<file path="src/rtl/uart_tx_if.sv">
// Byte stream handshake into uart_tx: the producer drives data/valid and the transmitter returns ready.
interface uart_tx_if;
    logic [7:0] data;
    logic       valid;
    logic       ready;

    modport master (output data, output valid, input ready);
    modport slave  (input data, input valid, output ready);
endinterface

</file>
<file path="src/rtl/uart_tx.sv">
// UART transmitter: byte FIFO feeding an 8N1/8N2 serialiser, LSB first, TXD idles high.
// Define UART_TX_PARITY_EN to send an even parity bit after data bit 7.
module uart_tx #(
    parameter int unsigned CLK_FREQ_HZ = 100_000_000,
    parameter int unsigned BAUD_RATE   = 115_200,
    parameter int unsigned FIFO_DEPTH  = 16,
    parameter int unsigned STOP_BITS   = 1
) (
    input  logic     clk,
    input  logic     rst,
    uart_tx_if.slave byte_in,
    output logic     bit_out,
    output logic     busy
);
    localparam int unsigned TicksPerBit = CLK_FREQ_HZ / BAUD_RATE;
    localparam int unsigned PtrW        = (FIFO_DEPTH > 1) ? $clog2(FIFO_DEPTH) : 1;
    localparam int unsigned TickW       = (TicksPerBit > 1) ? $clog2(TicksPerBit) : 1;

    if (TicksPerBit < 2) begin : gen_bad_ticks
        $fatal(1, "uart_tx: CLK_FREQ_HZ / BAUD_RATE must be at least 2");
    end
    if (FIFO_DEPTH < 2 || (FIFO_DEPTH & (FIFO_DEPTH - 1)) != 0) begin : gen_bad_depth
        $fatal(1, "uart_tx: FIFO_DEPTH must be a power of two >= 2");
    end
    if (STOP_BITS != 1 && STOP_BITS != 2) begin : gen_bad_stop
        $fatal(1, "uart_tx: STOP_BITS must be 1 or 2");
    end

`ifdef UART_TX_PARITY_EN
    typedef enum logic [2:0] {StIdle, StStart, StData, StParity, StStop} state_e;
`else
    typedef enum logic [1:0] {StIdle, StStart, StData, StStop} state_e;
`endif

    state_e           state_q, state_d;
    logic [TickW-1:0] tick_q, tick_d;
    logic [2:0]       bit_idx_q, bit_idx_d;
    logic [7:0]       shift_q, shift_d;
    logic             bit_out_q, bit_out_d;
`ifdef UART_TX_PARITY_EN
    logic             parity_q, parity_d;
`endif

    logic [7:0]      mem_q [FIFO_DEPTH];
    logic [PtrW-1:0] wr_ptr_q, rd_ptr_q;
    logic [PtrW:0]   count_q;
    logic            push, pop, fifo_empty, tick_end;
    logic [7:0]      head;

    // ready comes from the registered count only, so a same-cycle pop never frees a slot early
    assign fifo_empty    = (count_q == '0);
    assign byte_in.ready = (count_q != (PtrW + 1)'(FIFO_DEPTH));
    assign push          = byte_in.valid && byte_in.ready;
    assign head          = mem_q[rd_ptr_q];
    assign tick_end      = (tick_q == TickW'(TicksPerBit - 1));
    assign bit_out       = bit_out_q;
    assign busy          = (state_q != StIdle) || !fifo_empty;

    always_ff @(posedge clk) begin
        if (push) begin
            mem_q[wr_ptr_q] <= byte_in.data;
        end
    end

    always_ff @(posedge clk) begin
        if (rst) begin
            wr_ptr_q <= '0;
            rd_ptr_q <= '0;
            count_q  <= '0;
        end else begin
            if (push) begin
                wr_ptr_q <= wr_ptr_q + PtrW'(1);
            end
            if (pop) begin
                rd_ptr_q <= rd_ptr_q + PtrW'(1);
            end
            if (push && !pop) begin
                count_q <= count_q + (PtrW + 1)'(1);
            end else if (!push && pop) begin
                count_q <= count_q - (PtrW + 1)'(1);
            end
        end
    end

    always_comb begin
        state_d   = state_q;
        tick_d    = tick_end ? '0 : tick_q + TickW'(1);
        bit_idx_d = bit_idx_q;
        shift_d   = shift_q;
        bit_out_d = bit_out_q;
        pop       = 1'b0;
`ifdef UART_TX_PARITY_EN
        parity_d  = parity_q;
`endif
        unique case (state_q)
            StIdle: begin
                tick_d    = '0;
                bit_out_d = 1'b1;
                pop       = !fifo_empty;
            end
            StStart: begin
                if (tick_end) begin
                    bit_out_d = shift_q[0];
                    shift_d   = shift_q >> 1;
                    bit_idx_d = '0;
                    state_d   = StData;
                end
            end
            StData: begin
                if (tick_end) begin
                    if (bit_idx_q == 3'd7) begin
`ifdef UART_TX_PARITY_EN
                        bit_out_d = parity_q;
                        state_d   = StParity;
`else
                        bit_out_d = 1'b1;
                        bit_idx_d = '0;
                        state_d   = StStop;
`endif
                    end else begin
                        bit_out_d = shift_q[0];
                        shift_d   = shift_q >> 1;
                        bit_idx_d = bit_idx_q + 3'd1;
                    end
                end
            end
`ifdef UART_TX_PARITY_EN
            StParity: begin
                if (tick_end) begin
                    bit_out_d = 1'b1;
                    bit_idx_d = '0;
                    state_d   = StStop;
                end
            end
`endif
            StStop: begin
                // bit_idx counts stop bits here
                if (tick_end) begin
                    if (bit_idx_q == 3'(STOP_BITS - 1)) begin
                        pop     = !fifo_empty;
                        state_d = StIdle;
                    end else begin
                        bit_idx_d = bit_idx_q + 3'd1;
                    end
                end
            end
            default: state_d = StIdle;
        endcase

        // A pop always launches a start bit on the next cycle, whether from idle or from stop
        if (pop) begin
            shift_d   = head;
            bit_out_d = 1'b0;
            tick_d    = '0;
            state_d   = StStart;
`ifdef UART_TX_PARITY_EN
            parity_d  = ^head;
`endif
        end
    end

    always_ff @(posedge clk) begin
        if (rst) begin
            state_q   <= StIdle;
            tick_q    <= '0;
            bit_idx_q <= '0;
            shift_q   <= '0;
            bit_out_q <= 1'b1;
`ifdef UART_TX_PARITY_EN
            parity_q  <= 1'b0;
`endif
        end else begin
            state_q   <= state_d;
            tick_q    <= tick_d;
            bit_idx_q <= bit_idx_d;
            shift_q   <= shift_d;
            bit_out_q <= bit_out_d;
`ifdef UART_TX_PARITY_EN
            parity_q  <= parity_d;
`endif
        end
    end
endmodule

</file>
<file path="src/flat_wrapper.sv">
// flat-port wrapper written by rule: the top's interface ports become plain ports
module uart_tx_flat 
#(
    parameter int unsigned CLK_FREQ_HZ = 100_000_000,
    parameter int unsigned BAUD_RATE   = 115_200,
    parameter int unsigned FIFO_DEPTH  = 16,
    parameter int unsigned STOP_BITS   = 1
)
  (clk, rst, bit_out, busy, byte_in_data, byte_in_valid, byte_in_ready);
  uart_tx_if byte_in_i ();
  input  logic clk;
  input  logic rst;
  output logic bit_out;
  output logic busy;
  input wire logic [$bits(byte_in_i.data)-1:0] byte_in_data;
  input wire logic [$bits(byte_in_i.valid)-1:0] byte_in_valid;
  output wire logic [$bits(byte_in_i.ready)-1:0] byte_in_ready;
  assign byte_in_i.data = byte_in_data;
  assign byte_in_i.valid = byte_in_valid;
  assign byte_in_ready = byte_in_i.ready;
  uart_tx #(.CLK_FREQ_HZ(CLK_FREQ_HZ), .BAUD_RATE(BAUD_RATE), .FIFO_DEPTH(FIFO_DEPTH), .STOP_BITS(STOP_BITS)) u_core (.clk(clk), .rst(rst), .byte_in(byte_in_i), .bit_out(bit_out), .busy(busy));
endmodule
</file>
<file path="config.mk">
export PLATFORM = sky130hd
export DESIGN_NAME = uart_tx_flat
export DESIGN_NICKNAME = d
export VERILOG_FILES = /design/src/rtl/uart_tx_if.sv /design/src/rtl/uart_tx.sv /design/src/flat_wrapper.sv
export SDC_FILE = /design/constraint.sdc
export NUM_CORES = 1
export LEC_CHECK = 0
export BUFFER_PORTS_ARGS = -buffer_cell sky130_fd_sc_hd__buf_2
export CORE_MARGIN = 4
export CORE_UTILIZATION = 67
export DETAILED_ROUTE_END_ITERATION = 7
export PLACE_DENSITY = 0.84
export SYNTH_ARGS = -nofsm -noshare
export SYNTH_HDL_FRONTEND = slang
export SYNTH_SLANG_ARGS = --single-unit
</file>
<file path="constraint.sdc">
create_clock -name clk -period 5.4 [get_ports clk]
set_input_delay 0.54 -clock clk [delete_from_list [all_inputs] [get_ports clk]]
set_output_delay 0.54 -clock clk [all_outputs]
set_load 0.01 [all_outputs]
</file>
[Word-level counts from Yosys, hierarchy flattened]
Memory sizes are Yosys's and may differ from the RTL's. A register that Yosys moved wholly into a read port is not among the register bits.
Cells that the tools add are included.
Storage, ports and cells
  bits in registers: 37
  RAM bits: 128
  bits of input ports: 11
  output and inout port bits: 3
  word-level logic and storage cells: 89
  memories: 1
Memory list
  u_core.mem_q: depth 16, width 8, rd ports 1, clocked after Yosys merged registers in 1, write ports 1, line uart_tx.sv:44  | logic [7:0] mem_q [FIFO_DEPTH];
Cells by class
  add/subtract/negate cells: 6
  equality and inequality tests: 18
  muxes and demuxes: 32
  reduce and logical (&&, ||, !) cells: 23
Operators with widths (number)
  two-way mux 8 bit: 4
  one-hot mux 8 bit (2 select lines): 1
  two-way mux 3 bit: 5
  != test 3 x 1 -> 1 bit (second input constant): 5
  AND reduction 6 bit: 2
  adder 10 x 1 -> 10 bit (second input constant): 1
  == test 10 bit (second input constant): 1
  two-way mux 2 bit: 5
  two-way mux 5 bit: 2
  != test 2 x 1 -> 1 bit (second input constant): 5
  two-way mux 1 bit: 9
  one-hot mux 3 bit (3 select lines): 1
  adder 4 x 1 -> 4 bit (second input constant): 2
  two-way mux 4 bit: 2
  nonzero test 4 bit: 2
  one-hot mux 2 bit (3 select lines): 1
  nonzero test 3 bit: 2
  adder 5 x 1 -> 5 bit (second input constant): 1
  logical NOT 5 bit: 1
  != test 5 bit (second input constant): 1
  AND reduction 5 bit: 1
  subtractor 5 x 1 -> 5 bit (second input constant): 1
  == test 2 bit (second input constant): 2
  AND reduction 4 bit: 1
  16 further kinds: 21

[Depth between registers and ports, before layout]
Gate-level depths: netlist (run 1).
  depth after elaboration: 8
  mapped depth: 14
  mapped depth without buffers: 13

[Worst setup path after synthesis (run 1)]
Ideal clock, no wire load.
  path type: reg2reg
  from: register u_core.state_q[1]
  to: register u_core.count_q[4]
  library setup time: 0.070 ns
  arrival time: 2.860 ns
  slack: 2.470 ns
  cell stages (with the launch flop): 15
  clock period less this slack: 2.930 ns
  cells stage by stage: dfxtp_1 > ha_1 > buf_2 > and3b_1 > a41oi_1 > or3_4 > buf_6 > ha_1 > inv_1 > ha_1 > a21o_1 > a21oi_1 > xnor2_1 > or3_1 > a21oi_1
On the way
  cells in the longest elaborated chain, start to end: 5
RTL lines
  start: declaration: line uart_tx.sv:35  | state_e state_q, state_d;
  start signal: assignment: line uart_tx.sv:164  | state_q <= StIdle;
  start signal: assignment: line uart_tx.sv:173  | state_q <= state_d;
  == test 2 bit or logical NOT 2 bit (tied branches): line uart_tx.sv:95  | unique case (state_q)
  one-hot mux 1 bit (2 select lines) *: line uart_tx.sv:95
  logical NOT 1 bit: line uart_tx.sv:77  | if (push && !pop) begin
  logical AND 1 bit: line uart_tx.sv:77
  two-way mux 5 bit or nonzero test 2 bit (tied branches)
  end signal: assignment: line uart_tx.sv:78  | count_q <= count_q + (PtrW + 1)'(1);
  end signal: assignment: line uart_tx.sv:80  | count_q <= count_q - (PtrW + 1)'(1);
  end: declaration: line uart_tx.sv:46  | logic [PtrW:0] count_q;
Mark *: on every way between the ends. The rest lies on a longest branch, timed or not.
A chain may end at the register's enable or synchronous reset.

[Worst setup path in the final report (run 1)]
Same ends and word-level chain as after synthesis.

==> metrics.txt, run 1 <==
outcome finished, final reports clean; sw frac 29.3%; critical path required time 5860 ps; max_cap viols 0; Yosys reg bits 169; Starting Density 69.9%; post-route cell area 7640 sq um; global-route wire length before repair 21500 um; share of post-route cells with drive strength above 1 19.4%; Hold Crit Class primary input to flip-flop; placed cell area 7080 sq um; EDFF count, synth 128; largest fanout on the critical path 12; Core Rows 36; Setup WS post-layout 2240 ps; placed cell count 560; Layout Nets 477; Post-Route WL 13800 um; CTS buffer count 17; Flop pwr share 44.3%; Syn Inst Count 432; Max Slew Vio Count 0; GRT Util Overall 25.7%; Root Buffer clkbuf_8; register area share after synthesis 67.4%; post-synth cell types 49; initial antenna violation count 0; async set-reset flop share out of synthesis 0%; vias in the first global route 3881; combinational share of power 23.3%; worst slew pin tran 1300 ps; largest net degree at the start of global routing 33; post-route ant nets 0; die area 12000 sq um; post-DR wirelength/cell 23.3 um; H-tree levels 4; DP HPWL 8180 um; clock sinks 169; Main synth FF type edfxtp_1; ranking of synthesized cells by area edfxtp_1, dfxtp_1, mux4_2; post-route insts no fill 592; post-route clock period utilization 58.6%; Chip Height 110 um; most frequent cells in the layout edfxtp_1, nor2_1, dfxtp_1; final hold vios 0; top-area cell type share of the netlist area 55.5%; hold_buf cts 0; clock latency on the worst-skew pair 540 ps; Worst Clk Skew 12.5 ps; power share of the clock group 32.4%; cts repair resizes 0; RSZ-0062 raised after global routing false; Critical Path AT 3630 ps; leading area contributor after synthesis edfxtp_1; Worst VDD drop 0.358 mV; Setup Buffers After CTS 0; Startpoint Class flip-flop; number of buffers added on ports 13; n_diodes 0; total core area 9910 sq um; CTS tree built; io pins 14; critical path capture point type flip-flop; number of remaining DRC errors 0; Clk pin slew, worst setup/hold paths 70 ps; Int Power 0.00250 W; Clock Tree Buf Depth 2; 1st-iter DRT viols 319; endpoints failing setup 0; grt total ovfl 0; worst rel slew slack 12.5%; Post-Place Worst Slack 2290 ps; leakage power 2.60 nW; routability cong. 0.842; total number of vias 3746; Warnings, synthesis 0; Horiz. Die Dim 110 um; drt first pass iters 5; Worst Setup Path Type flip-flop to flip-flop; Post-Syn Area 6930 sq um; commonest non-fill, non-tap cell in the layout edfxtp_1; Synth-to-Final Area Change 10.3%; Avg Inst Size Synth 16.0 sq um; Mapped Nets 463; final core occ 77.1%; Sum Neg Setup Slack 0 ps; pwr dens 463 nW/um^2; fmax 316 MHz; net switching power 0.00104 W; routed vias/inst 6.33; Final min period 3160 ps
-- area by class of cell --
type	instances	area (sq um)
multi-input combinational	234	2140
timing repair buffer	15	80.1
inverter	9	33.8
clock buffer	18	418
clock inverter	14	139
tap	133	166
fill	538	2270
sequential	169	4670
-- power groups by stage --
stage / Clock (W) / Combinational [W] / Sequential [W]
after detailed placement: 0 / 0.000809 / 0.00159
after global placement: 0 / 0.000782 / 0.00159
after CTS: 0.00116 / 0.000825 / 0.00157
after floorplan: 0 / 0.000660 / 0.00156
after global routing: 0.00122 / 0.000903 / 0.00158
final: 0.00115 / 0.000826 / 0.00157
-- cell families (layout without fill, tap and decap cells) --
kind of cell,after synthesis,count (layout),synth area share (%)
and+or+nand+nor,99,99,7.34
muxes,46,46,12.5
AOI/OAI and AO/OA,53,53,5.33
buffers and inverters,29,56,1.77
DFF,169,169,67.4
xor gates and xnor gates,16,16,2.02
adders and majority gates,20,20,3.72
-- flip-flops by register name, indices dropped and copies added (netlist names), named ones only --
register / cells
u_core.mem_q: 128
u_core.state_q: 2
u_core.shift_q: 8
u_core.rd_ptr_q: 4
u_core.wr_ptr_q: 4
u_core.tick_q: 10
u_core.count_q: 5
u_core.bit_out: 1
u_core.bit_idx_q: 3
-- worst paths after layout --
| path | from | depth (start not counted) | slack (ps) | to |
|---|---|---|---|---|
| worst min register to register | u_core.tick_q[0] | 1 | 470 | u_core.tick_q[0] |
| worst max register to register | u_core.state_q[1] | 12 | 2240 | u_core.count_q[4] |
| worst max-delay path | u_core.state_q[1] | 12 | 2240 | u_core.count_q[4] |
| worst min-delay path | byte_in_data[6] | 1 | 410 | u_core.mem_q[12][6] |
-- metal layers --
layer | wire length, um | vias up | part of all wire [%] | global-route usage, %
li1 | - | 1705 | - | -
met1 | 5090 | 1852 | 37 | 32.3
met2 | 7140 | 157 | 52 | 42.6
met3 | 1160 | 32 | 8.4 | 7.57
met4 | 399 | 0 | 2.9 | 9.53
met5 | 0 | - | 0 | 0
-- worst max-delay path, stage by stage, from the launching register on --
cell and delay [ps]:
dfxtp_1 400, ha_1 340, and3b_1 220, a41oi_1 110, or3_4 460, ha_1 240
inv_1 140, ha_1 290, a21o_1 190, a21oi_1 170, xnor2_1 90, or3_1 300
a21oi_1 140
-- through the flow --
stage | total power, W | hold WS, ps
floorplan | 0.00222 | 430
global placement | 0.00237 | 443
detailed placement | 0.00240 | 459
CTS | 0.00355 | 385
global route | 0.00371 | 390
finish | 0.00354 | 410
-- cells in the mapped netlist (all sizes together) (2+ instances only) --
cell,number
a21o,3
a21oi,12
o22ai,7
mux2i,12
nand2b,3
xnor2,9
mux2,2
a22o,8
a211oi,2
or2,2
nor4,2
ha,19
nor2,43
and3b,2
clkbuf,13
inv,9
mux4,32
o21ai,8
nand3,5
edfxtp,128
dfxtp,41
buf,7
nor2b,4
nor3,6
nand2,15
a221oi,9
and2,2
xor2,7
or3,6
Power figures use the tool's default switching activity.
==> inputs of run 2 (changes only) <==
--- a/config.mk
+++ b/config.mk
@@ -7,9 +7,9 @@
 export LEC_CHECK = 0
 export BUFFER_PORTS_ARGS = -buffer_cell sky130_fd_sc_hd__buf_2
 export CORE_MARGIN = 4
-export CORE_UTILIZATION = 67
+export CORE_UTILIZATION = 62
 export DETAILED_ROUTE_END_ITERATION = 7
-export PLACE_DENSITY = 0.84
+export PLACE_DENSITY = 0.79
 export SYNTH_ARGS = -nofsm -noshare
 export SYNTH_HDL_FRONTEND = slang
 export SYNTH_SLANG_ARGS = --single-unit
==> constraint.sdc (replaced) <==
create_clock -name clk -period 2.96 [get_ports clk]
set_input_delay 0.296 -clock clk [delete_from_list [all_inputs] [get_ports clk]]
set_output_delay 0.296 -clock clk [all_outputs]
set_load 0.01 [all_outputs]
==> metrics.txt, run 2 (synthesized netlist as in run 1, its figures left out) <==
RSZ-0062 raised after global routing false (unchanged); Root Buffer clkbuf_8 (unchanged); Hold Crit Class primary input to flip-flop (unchanged); Multi-input gate area 2180 sq um (was 2140 sq um); critical path capture point type flip-flop (unchanged); Largest register FFs 128 (unchanged); share of post-route cells with drive strength above 1 24.5% (was 19.4%); reg2reg end u_core.count_q[4] (unchanged); Clk pin slew, worst setup/hold paths 70 ps (about the same); grt total ovfl 0 (unchanged); Max Slew Vio Count 0 (unchanged); post-DR wirelength/cell 21.0 um (was 23.3 um); Critical Path Stages 12 (unchanged); vias in the first global route 3907 (was 3881); total number of vias 3786 (was 3746); worst slew pin tran 794 ps (was 1300 ps); post-route ant nets 0 (unchanged); GRT Util Overall 22.4% (was 25.7%); CP startpoint u_core.state_q[1] (unchanged); sw frac 28.1% (was 29.3%); storage element area 4670 sq um (about the same); clock latency on the worst-skew pair 530 ps (was 540 ps); WP buf/inv 1 (unchanged); commonest non-fill, non-tap cell in the layout edfxtp_1 (unchanged); Synth-to-Final Area Change 13.5% (was 10.3%); n_diodes 0 (unchanged); CP max-delay cell or3_4 (unchanged); Post-Route WL 13000 um (was 13800 um); Largest Register u_core.mem_q (unchanged); Chip Height 114 um (was 110 um); max_cap viols 0 (unchanged); power share of the clock group 32.2% (was 32.4%); initial antenna violation count 0 (unchanged); Worst VDD drop 1.15 mV (was 0.358 mV); Crit path max-delay family simple AND/OR/NAND/NOR gates (unchanged); Clock Tree Buf Depth 2 (unchanged); number of remaining DRC errors 0 (unchanged); most frequent cells in the layout edfxtp_1, nor2_1, dfxtp_1 (unchanged); number of buffers added on ports 13 (unchanged); worst rel slew slack 46.8% (was 12.5%); Worst path most repeated cell ha_1 (unchanged); CP Capture Point u_core.count_q[4] (unchanged); largest fanout on the critical path 5 (was 12); net switching power 0.00184 W (was 0.00104 W); endpoints failing setup 0 (unchanged); post-route clock period utilization 94.3% (was 58.6%); largest net degree at the start of global routing 33 (unchanged); combinational share of power 23.8% (was 23.3%); drt first pass iters 5 (unchanged); crit path cell chain ha_1 > and3b_1 > a41oi_2 > or3_4 > ha_1 > inv_2 > ha_1 > a21o_1 > a21oi_2 > xnor2_1 > or3_1 > a21oi_1 (was ha_1 > and3b_1 > a41oi_1 > or3_4 > ha_1 > inv_1 > ha_1 > a21o_1 > a21oi_1 > xnor2_1 > or3_1 > a21oi_1); H-tree levels 4 (unchanged); Hold WS 161 ps (was 410 ps); Startpoint Class flip-flop (unchanged); Crit path largest cell delay 390 ps (was 460 ps); R2R cell count 12 (unchanged); total core area 10900 sq um (was 9910 sq um); Core Rows 38 (was 36); Layout Nets 497 (was 477); global-route wire length before repair 21400 um (was 21500 um); Flop pwr share 44.0% (was 44.3%); routability cong. 0.835 (was 0.842); final hold vios 0 (unchanged); Largest regs u_core.mem_q x128, u_core.tick_q x10, u_core.shift_q x8 (unchanged); io pins 14 (unchanged); Worst Clk Skew 8.08 ps (was 12.5 ps); Horiz. Die Dim 114 um (was 110 um); Final min period 2790 ps (was 3160 ps); worst flop-to-flop path startpoint u_core.state_q[1] (unchanged); pwr dens 831 nW/um^2 (was 463 nW/um^2); Sum Neg Setup Slack 0 ps (unchanged); CTS tree built (unchanged); Critical Path AT 3260 ps (was 3630 ps); Starting Density 63.6% (was 69.9%); die area 12900 sq um (was 12000 sq um); Int Power 0.00470 W (was 0.00250 W); DP HPWL 8170 um (was 8180 um); worst reg-to-reg setup slack 170 ps (was 2240 ps); routed vias/inst 6.13 (was 6.33); leakage power 2.71 nW (was 2.60 nW); critical path required time 3420 ps (was 5860 ps); clock sinks 169 (unchanged); fmax 358 MHz (was 316 MHz); Worst Setup Path Type flip-flop to flip-flop (unchanged); 1st-iter DRT viols 330 (was 319); outcome finished, final reports clean (unchanged); fill count 655 (was 538); CTS buffer count 17 (unchanged)
run 2: changes by cell type in the layout (fill, tap and decap cells not counted), moves of 2 or more:
cell / change
buf_4: +19
dfxtp_1: -4
dfxtp_2: +4
inv_6: -2
run 2: final cells by class:
| type | count | area share, % |
|---|---|---|
| clock buffer | 17 | 5.27 |
| clock inverter | 14 | 1.88 |
| inverter | 9 | 0.430 |
| multi-input combinational | 234 | 27.7 |
| sequential | 169 | 59.4 |
| tap | 140 | 2.23 |
| timing repair buffer | 35 | 3.09 |
run 2: layer usage:
layer	track usage [%]	part of all wire [%]	vias to the layer above
met4	8.17	2.3	0
li1	-	-	1738
met2	35.0	51	138
met1	30.3	41	1889
met5	0	0	-
met3	6.58	5.8	21
run 2: worst reg2reg max path, delay by kind of cell, from the launching register on:
kind | cells | cell delay [ps]
AND/OR/NAND/NOR | 3 | 870
XOR/XNOR | 1 | 80
AO/OA/AOI/OAI | 4 | 610
adder cells (fa/ha/maj) | 3 | 680
flip-flops | 1 | 370
buffers and inverters | 1 | 100
run 2: power groups by stage:
stage	combinational, W	sequential [W]	clock [W]
final	0.00155	0.00287	0.00210
after global placement	0.00148	0.00290	0
after floorplan	0.00120	0.00285	0
after detailed placement	0.00153	0.00291	0
after CTS	0.00155	0.00287	0.00213
after global routing	0.00170	0.00291	0.00225
run 2: timing repair:
item,CTS,global route
hold buffers,0,0
gates resized for setup,1,10
endpoints found under the setup margin,1,1
hold endpoints to repair,0,0
gates cloned,0,0
setup buffers,0,0
pin swaps,0,1
run 2: how the worst min path moves through the flow:
stage,from,to,slack [ps],depth (start not counted)
floorplan,byte_in_data[0],u_core.mem_q[0][0],390,0
global placement,u_core.tick_q[0],u_core.tick_q[0],450,1
detailed placement,u_core.tick_q[0],u_core.tick_q[0],450,1
CTS,byte_in_data[7],u_core.mem_q[0][7],140,1
global route,byte_in_data[7],u_core.mem_q[0][7],150,1
finish,byte_in_data[1],u_core.mem_q[3][1],160,1
run 2: metrics by stage:
stage | utilization, % | total power [W] | worst slack, ps | instance area [sq um] | cells
floorplan | - | 0.00405 | 29.7 | 6930 | 432
detailed placement | 66.6 | 0.00444 | 24.6 | 7260 | 587
CTS | 71.8 | 0.00655 | 20.5 | 7820 | 618
global route | 72.2 | 0.00686 | 10.4 | 7860 | 618
global placement | 66.6 | 0.00438 | 96.9 | 7260 | 587
finish | 72.2 | 0.00653 | 169 | 7860 | 618
==> inputs of run 3 (changes only) <==
--- a/config.mk
+++ b/config.mk
@@ -5,6 +5,7 @@
 export SDC_FILE = /design/constraint.sdc
 export NUM_CORES = 1
 export LEC_CHECK = 0
+export ABC_AREA = 1
 export BUFFER_PORTS_ARGS = -buffer_cell sky130_fd_sc_hd__buf_2
 export CORE_MARGIN = 4
 export CORE_UTILIZATION = 62
==> metrics.txt, run 3 <==
Crit path max-delay family adder cells (was simple AND/OR/NAND/NOR gates); EDFF count, synth 128 (unchanged); hold_buf cts 0 (unchanged); critical path capture point type flip-flop (unchanged); DP HPWL 9840 um (was 8170 um); Startpoint Class flip-flop (unchanged); Worst VDD drop 0.611 mV (was 1.15 mV); Largest regs u_core.mem_q x128, u_core.tick_q x10, u_core.shift_q x8 (unchanged); Hold Crit Class primary input to flip-flop (unchanged); post-route cell area 8380 sq um (was 7860 sq um); Horiz. Die Dim 119 um (was 114 um); pwr dens 850 nW/um^2 (was 831 nW/um^2); initial antenna violation count 0 (unchanged); CTS buffer count 17 (unchanged); Chip Height 119 um (was 114 um); Layout Nets 835 (was 497); register area share after synthesis 61.2% (was 67.4%); Post-Syn Area 7620 sq um (was 6930 sq um); post-synth cell types 36 (was 49); vias in the first global route 4994 (was 3907); Worst Clk Skew 6.07 ps (was 8.08 ps); Starting Density 63.5% (was 63.6%); Final min period 2740 ps (was 2790 ps); final hold vios 0 (unchanged); Warnings, synthesis 0 (unchanged); global-route wire length before repair 25200 um (was 21400 um); Hold WS 254 ps (was 161 ps); Post-Route WL 16100 um (was 13000 um); fmax 365 MHz (was 358 MHz); Synth-to-Final Area Change 9.93% (was 13.5%); drt first pass iters 5 (unchanged); most common cell in the netlist nand2_1 (was edfxtp_1); largest net degree at the start of global routing 51 (was 33); top-area cell type share of the netlist area 50.4% (was 55.5%); Worst Setup Path Type flip-flop to flip-flop (unchanged); CP max-delay cell fa_1 (was or3_4); clock sinks 169 (unchanged); die area 14100 sq um (was 12900 sq um); 1st-iter DRT viols 714 (was 330); io pins 14 (unchanged); leading area contributor after synthesis edfxtp_1 (unchanged); routability cong. 0.894 (was 0.835); hold-critical path depth 3 (was 1); Worst path most repeated cell nand2_1 (was ha_1); Pwr Total 0.00712 W (was 0.00653 W); leakage power 3.48 nW (was 2.71 nW); Syn Inst Count 793 (was 432); WP buf/inv 4 (was 1); Clk pin slew, worst setup/hold paths 60 ps (was 70 ps); number of buffers added on ports 13 (unchanged); worst reg-to-reg setup slack 220 ps (was 170 ps); Largest Register u_core.mem_q (unchanged); Critical Path AT 3090 ps (was 3260 ps); Root Buffer clkbuf_16 (was clkbuf_8); max_cap viols 0 (unchanged); number of remaining DRC errors 0 (unchanged); placed cell area 7760 sq um (was 7260 sq um); routed vias/inst 5.55 (was 6.13); async set-reset flop share out of synthesis 0% (unchanged); CTS tree built (unchanged); Main synth FF type edfxtp_1 (unchanged); n_diodes 0 (unchanged); Clock Tree Buf Depth 2 (unchanged); most frequent cells in the layout nand2_1, edfxtp_1, nand3_1 (was edfxtp_1, nor2_1, dfxtp_1); clock latency on the worst-skew pair 420 ps (was 530 ps); H-tree levels 4 (unchanged); Synth top cells by count nand2_1, edfxtp_1, inv_1, nand3_1, dfxtp_1 (was edfxtp_1, nor2_1, dfxtp_1); R2R cell count 18 (was 12); post-DR wirelength/cell 16.7 um (was 21.0 um); total number of vias 5354 (was 3786); endpoints failing setup 0 (unchanged); grt total ovfl 0 (unchanged); worst slew pin tran 841 ps (was 794 ps); Largest register FFs 128 (unchanged); GRT Util Overall 23.2% (was 22.4%); Core Rows 40 (was 38); Critical Path Stages 18 (was 12); total core area 12000 sq um (was 10900 sq um); outcome finished, final reports clean (unchanged); Crit path largest cell delay 410 ps (was 390 ps); commonest non-fill, non-tap cell in the layout nand2_1 (was edfxtp_1); critical path required time 3320 ps (was 3420 ps); Mapped Nets 824 (was 463); Yosys reg bits 169 (unchanged); Max Slew Vio Count 0 (unchanged); worst rel slew slack 43.8% (was 46.8%); share of post-route cells with drive strength above 1 10.2% (was 24.5%); ranking of synthesized cells by area edfxtp_1, nand2_1, dfxtp_1 (was edfxtp_1, dfxtp_1, mux4_2); crit path cell chain inv_1 > ha_1 > inv_2 > nand2_1 > nand3_2 > inv_1 > nand2_4 > ha_1 > inv_1 > fa_1 > a21o_1 > a21oi_2 > nor2_1 > nor2_1 > nand2_1 > nand2_1 > nand2_1 > nor2_1 (was ha_1 > and3b_1 > a41oi_2 > or3_4 > ha_1 > inv_2 > ha_1 > a21o_1 > a21oi_2 > xnor2_1 > or3_1 > a21oi_1); Avg Inst Size Synth 9.61 sq um (was 16.0 sq um); post-route clock period utilization 92.5% (was 94.3%); largest fanout on the critical path 7 (was 5); post-route ant nets 0 (unchanged)
run 3: cell types whose count changed after synthesis, moves of 9 or more:
cell and change:
mux4_2 -32, inv_1 +94, nand3_1 +98, mux2i_1 -12, buf_2 +12, nand2_1 +224, a221oi_1 -9, a21oi_1 +15
run 3: tightest hold or removal path, cell delays in order:
cell and delay (ps):
buf_2 90, nand2_1 140, a21oi_1 90
run 3: repair_timing:
action | in CTS | in global routing
endpoints found under the setup margin | 0 | 1
resized for setup | 0 | 2
buffers inserted | 0 | 4
run 3: metal layers:
| metal | vias to the layer above | wire, um | track usage [%] |
|---|---|---|---|
| met5 | - | 0 | 0 |
| met4 | 0 | 388 | 7.89 |
| met3 | 38 | 1200 | 4.27 |
| met2 | 253 | 7930 | 38.4 |
| met1 | 2456 | 6550 | 31.1 |
| li1 | 2607 | - | - |
run 3: logic make-up after synthesis:
family / share of synthesized area [%]
AO/OA/AOI/OAI: 3.79
AND/OR/NAND/NOR: 23.6
flip-flops: 61.2
buffers and inverters: 7.35
adder cells (fa/ha/maj): 3.38
XOR/XNOR: 0.689
run 3: where the power goes:
group | switching [W] | total (W) | leakage, nW | internal (W)
Sequential | 0.000125 | 0.00284 | 1.49 | 0.00271
Clock | 0.000931 | 0.00219 | 0.286 | 0.00126
Combinational | 0.00140 | 0.00209 | 1.70 | 0.000696
run 3: final timing paths:
path,start,to
worst max-delay path,u_core.state_q[0],u_core.count_q[4]
worst min-delay path,byte_in_valid,u_core.wr_ptr_q[1]
worst max register to register,u_core.state_q[0],u_core.count_q[4]
worst min register to register,u_core.tick_q[0],u_core.tick_q[0]
run 3: cell type report:
class	count	area, sq um
Sequential cell	169	4670
Fill cell	852	3630
Multi-Input combinational cell	489	2400
Clock buffer	17	425
Inverter	105	394
Tap cell	147	184
Clock inverter	15	164
Timing Repair Buffer	22	145
run 3: stage by stage:
| step | setup slack (ps) | cells | TNS [ps] | utilization [%] |
|---|---|---|---|---|
| detailed placement | 94.2 | 928 | 0 | 64.6 |
| floorplan | 363 | 793 | 0 | - |
| finish | 222 | 964 | 0 | 69.8 |
| global placement | 245 | 928 | 0 | 64.6 |
| CTS | 79.8 | 960 | 0 | 69.5 |
| global route | -2.47 | 964 | -2.47 | 69.8 |
